## src/rtl/program_loader.sv

```systemverilog
// Loads a checksummed big-endian byte stream into instruction memory, then releases the CPU.
// Latency: 4th byte of a word accepted in cycle t -> mem_wren in cycle t+1.
// Backpressure: in_ready high only in RECV/CHECK; bytes offered at other times are left untouched.
module program_loader #(
    parameter int TIMEOUT = 1000
) (
    input  logic        clk,
    input  logic        rst,
    input  logic        start,
    input  logic [8:0]  word_count,
    input  logic        in_valid,
    input  logic [7:0]  in_data,
    output logic        in_ready,
    output logic [7:0]  mem_addr,
    output logic [31:0] mem_data,
    output logic        mem_wren,
    output logic        cpu_run,
    output logic        busy,
    output logic        err
);

    localparam int TW = $clog2(TIMEOUT + 1);

    typedef enum logic [2:0] {
        IDLE,
        RECV,
        WRITE,
        CHECK,
        DONE,
        ERROR
    } state_t;

    state_t         state, state_nxt;
    logic [7:0]     widx;
    logic [7:0]     wlast;
    logic [1:0]     bcnt;
    logic [23:0]    asm_q;
    logic [7:0]     csum;
    logic [TW-1:0]  tcnt;

    logic xfer;
    logic start_ok;
    logic wc_ok;
    logic timeout_hit;

    assign xfer        = in_valid && in_ready;
    assign start_ok    = start && (state == IDLE || state == DONE || state == ERROR);
    assign wc_ok       = (word_count != 9'd0) && (word_count <= 9'd256);
    assign timeout_hit = !xfer && (tcnt == TW'(TIMEOUT - 1));

    always_ff @(posedge clk or negedge rst) begin
        if (!rst) begin
            state <= IDLE;
        end else begin
            state <= state_nxt;
        end
    end

    always_comb begin
        state_nxt = state;
        in_ready  = 1'b0;
        mem_wren  = 1'b0;
        cpu_run   = 1'b0;
        busy      = 1'b0;
        err       = 1'b0;
        unique case (state)
            IDLE: begin
                if (start_ok) state_nxt = wc_ok ? RECV : ERROR;
            end
            RECV: begin
                in_ready = 1'b1;
                busy     = 1'b1;
                if (xfer && bcnt == 2'd3) state_nxt = WRITE;
                else if (timeout_hit)     state_nxt = ERROR;
            end
            WRITE: begin
                mem_wren  = 1'b1;
                busy      = 1'b1;
                state_nxt = (widx == wlast) ? CHECK : RECV;
            end
            CHECK: begin
                in_ready = 1'b1;
                busy     = 1'b1;
                if (xfer)             state_nxt = (in_data == csum) ? DONE : ERROR;
                else if (timeout_hit) state_nxt = ERROR;
            end
            DONE: begin
                cpu_run = 1'b1;
                if (start_ok) state_nxt = wc_ok ? RECV : ERROR;
            end
            ERROR: begin
                err = 1'b1;
                if (start_ok) state_nxt = wc_ok ? RECV : ERROR;
            end
            default: state_nxt = IDLE;
        endcase
    end

    // mem_addr/mem_data are captured with the final byte so they are stable during WRITE and hold afterwards.
    always_ff @(posedge clk or negedge rst) begin
        if (!rst) begin
            widx     <= 8'd0;
            wlast    <= 8'd0;
            bcnt     <= 2'd0;
            asm_q    <= 24'd0;
            csum     <= 8'd0;
            tcnt     <= '0;
            mem_addr <= 8'd0;
            mem_data <= 32'd0;
        end else begin
            if (start_ok) begin
                if (wc_ok) begin
                    widx  <= 8'd0;
                    wlast <= 8'(word_count - 9'd1);
                    bcnt  <= 2'd0;
                    csum  <= 8'd0;
                    tcnt  <= '0;
                end
            end else if (state == RECV || state == CHECK) begin
                if (xfer) begin
                    tcnt <= '0;
                    if (state == RECV) begin
                        csum  <= csum ^ in_data;
                        asm_q <= {asm_q[15:0], in_data};
                        bcnt  <= bcnt + 2'd1;
                        if (bcnt == 2'd3) begin
                            mem_addr <= widx;
                            mem_data <= {asm_q, in_data};
                        end
                    end
                end else if (!timeout_hit) begin
                    tcnt <= tcnt + 1'b1;
                end
            end else if (state == WRITE) begin
                tcnt <= '0;
                if (widx != wlast) widx <= widx + 8'd1;
            end
        end
    end

endmodule

```

## config.mk

```make
export PLATFORM = sky130hd
export DESIGN_NAME = program_loader
export DESIGN_NICKNAME = d
export VERILOG_FILES = /design/src/rtl/program_loader.sv
export SDC_FILE = /design/constraint.sdc
export NUM_CORES = 1
export LEC_CHECK = 0
export CORE_UTILIZATION = 35
export DETAILED_ROUTE_END_ITERATION = 8
export PLACE_DENSITY = 0.67
export SLEW_MARGIN = 40
export SYNTH_ARGS = -nofsm -noshare
export SYNTH_HDL_FRONTEND = slang
export SYNTH_SLANG_ARGS = --single-unit
```

## constraint.sdc

```tcl
create_clock -name clk -period 2.2 [get_ports clk]
set_input_delay 0.44 -clock clk [delete_from_list [all_inputs] [get_ports clk]]
set_output_delay 0.44 -clock clk [all_outputs]
set_load 0.02 [all_outputs]
```

==> impl_metrics.py <==
metrics = {
    "power_and_ir_drop": {
        "p_leak_nw": 2.82,
        "vdd_drop_max_uv": 489,
        "pwr_density_cell_nw_per_um2": 1300,
    },
    "clock_tree": {
        "clock_tree.buffer_depth": 2,
        "cts_sinks": 103,
        "numCtsBuffers": 9,
        "cts_root_buf": "clkbuf_16",
        "cts_tree": "done",
        "clkTransAtPathRegs_ns": 0.07,
        "cts_hold_buffers": 0,
        "h-tree-depth": 3,
        "clkLatencyLatePin_ns": 0.34,
    },
    "route": {
        "via_count": 3406,
        "drtPass1Iterations": 4,
        "drc": 0,
        "vias_per_cell": 4.89,
        "wire_per_inst_um": 14.0,
        "routed_wirelength_um": 9730,
        "first_iter_violations": 194,
        "ant_nets": 0,
    },
    "setup_path": {
        "crit_slowest_cell": "clkdlybuf4s50_1",
        "crit_path_end_kind": "output pin",
        "path_delay_family": "buffers and inverters",
        "start_kind": "flop",
        "crit_chain": "nor2b_4 -> clkdlybuf4s50_1",
        "arrival_ns": 1.70,
        "crit_type": "flop to output pin",
        "cp.required_ns": 1.76,
        "cpPeakStageDelay_ns": 0.65,
        "crit_buf_inv": 1,
        "crit_path_max_fanout": 9,
    },
    "global_routing": {
        "grt_use_met3": 0.0326,
        "grt_overflow": 0,
        "met2_usage": 0.244,
        "grt_usage": 0.152,
        "busiest_layer": "met2",
        "grt_pass1_vias": 3454,
        "grt_max_degree": 43,
        "gr-usage-met1": 0.199,
        "antenna_found_initial": 0,
        "grt_pass1_wl_um": 16800,
    },
    "cells_and_area": {
        "fillers": 1099,
        "nets": 545,
        "drive_gt1_frac": 0.193,
        "antenna-diode-count": 0,
        "final_area_um2": 6140,
        "syn_to_final_growth_pct": 31.7,
    },
    "synth": {
        "ys_top_cells_by_area": "dfrtp_1 55%, mux2_2 9.7%, nand2_1 8.1%",
        "yosysWarnings": 0,
        "yosys.area.top_type": "dfrtp_1",
        "yosysSeqAreaShare": 0.553,
        "synth_top_area_frac": 0.553,
        "async_flop_share": 1.00,
        "synth_common_cells": "103 x dfrtp_1, 100 x nand2_1, 40 x mux2_2",
        "ys.flop_type": "dfrtp_1",
        "ys_seq_elements": 103,
        "syn-cell-area_um2": 4660,
        "synth.most_common_cell": "dfrtp_1",
        "synth_edf_count": 0,
        "synth.distinct_cells": 42,
        "avgSynthCellArea_um2": 10.8,
        "syn-num-nets": 457,
        "syn_inst": 431,
    },
    "job": {
        "max_cap_violations": 0,
    },
    "min_path": {
        "worstHoldPathType": "primary input to asynchronous set/reset pin",
    },
    "sta": {
        "tightest_slew_ns": 0.575,
        "maxSlewViolCount": 0,
        "setup_tns_ns": 0,
        "setup_ws_ns": 0.0571,
        "setup_violations": 0,
        "fin_crit_ns": 2.14,
        "finalCritPeriodShare": 0.974,
        "fin_skew_ns": 0.00607,
        "rsz0062_at_grt": "no",
        "final_hold_viol_count": 0,
        "max_clock_freq_mhz": 467,
        "maxSlewHeadroom": 0.613,
    },
    "floorplan": {
        "initial_core_util": 0.365,
        "core_area_um2": 12800,
        "die_w_um": 117,
        "num_rows": 41,
        "dieHeight_um": 117,
        "die_area_um2": 13800,
        "io-pin-count": 66,
    },
    "place": {
        "routabilityCongestion": 0.801,
        "preCtsSetupSlack_ns": -0.626,
        "placed_area_um2": 5700,
        "port_buffers": 65,
        "dp_hpwl_um": 6800,
    },
    "status": {
        "status": "complete, no violations",
    },
}
[metal layers]
metal,part of all wire,vias to the layer above
met5,0,-
met4,0.017,0
met3,0.033,14
met2,0.47,60
met1,0.48,1645
li1,-,1687
[worst paths after layout]
kind                                        from                       to  slack [ns]  depth (start not counted)
min                                          rst  mem_data[6]$_DFFE_PN0P_        0.04                          1
max reg2reg                  tcnt[4]$_DFFE_PN0P_      tcnt[8]$_DFFE_PN0P_        0.16                          5
min in group clk           asm_q[21]$_DFFE_PN0P_    asm_q[21]$_DFFE_PN0P_        0.47                          2
max                         state[0]$_DFFE_PN0P_                 in_ready        0.06                          2
min reg2reg                asm_q[21]$_DFFE_PN0P_    asm_q[21]$_DFFE_PN0P_        0.47                          2
max in group asynchronous                    rst     state[1]$_DFFE_PN0P_        1.61                          2
[cell type report]
class | count | area [um^2] | share of cell area
flip-flops and latches | 103 | 2580 | 0.420
multi-input cells | 300 | 2000 | 0.326
repair buffers | 98 | 1010 | 0.164
clock buffers | 9 | 225 | 0.0367
well taps | 172 | 215 | 0.0351
clock inverters | 7 | 81.3 | 0.0133
inverters | 7 | 26.3 | 0.00428
[cells by family (layout without fill, tap and decap cells)]
| kind of cell | count (synthesis) | after routing | synth area share |
|---|---|---|---|
| AND/OR/NAND/NOR | 168 | 168 | 0.176 |
| flip-flops | 103 | 103 | 0.553 |
| AO/OA/AOI/OAI | 58 | 58 | 0.0798 |
| multiplexers | 46 | 46 | 0.110 |
| buffers and inverters | 28 | 121 | 0.0250 |
| XOR/XNOR | 23 | 23 | 0.0432 |
| adder cells (fa/ha/maj) | 5 | 5 | 0.0134 |
[state kept, by name, indices dropped and copies added (netlist names)]
register,count
bcnt,2
mem_addr,8
csum,8
wlast,8
asm_q,24
widx,8
tcnt,10
mem_data,32
state,3
[timing repair]
item | CTS | global route
pin swaps | 2 | 2
endpoints found under the setup margin | 35 | 32
setup buffers | 5 | 0
gates cloned | 2 | 0
resized for setup | 21 | 1
[stage by stage]
stage                      util  std cells  hold WS, ns  total power, mW
after floorplan               -        431        0.144             5.01
after global placement    0.446        674        0.409             6.18
after detailed placement  0.446        674        0.414             6.30
after CTS                 0.480        696       0.0415             8.06
after global routing      0.480        696       0.0608             8.51
final                     0.480        696       0.0434             7.98
[cells in the final DEF (no fill, tap or decap), types with 3 or more instances in the layout]
cell	instances
o31ai_1	4
buf_12	6
a211o_1	7
buf_4	25
nor2_1	10
nor3b_1	18
mux2i_1	5
o21a_1	4
clkdlybuf4s50_1	57
mux2_2	40
clkbuf_16	9
nand2_1	99
nand3_1	6
o21ai_1	7
dlygate4sd2_1	6
xor2_1	10
xnor2_1	13
dfrtp_1	101
o211ai_1	4
nor3_1	5
inv_1	7
ha_1	5
a21oi_1	10
a31oi_1	7
nand4_1	6
clkinv_4	3
nor4_1	5
o21ai_0	10
nand2b_1	3
or3_1	3
[where the power goes]
group	switching (mW)	internal, mW
Combinational	1.60	1.59
Clock	0.724	0.896
Sequential	0.540	2.63
Total	2.87	5.11
Power figures use the tool's default switching activity.
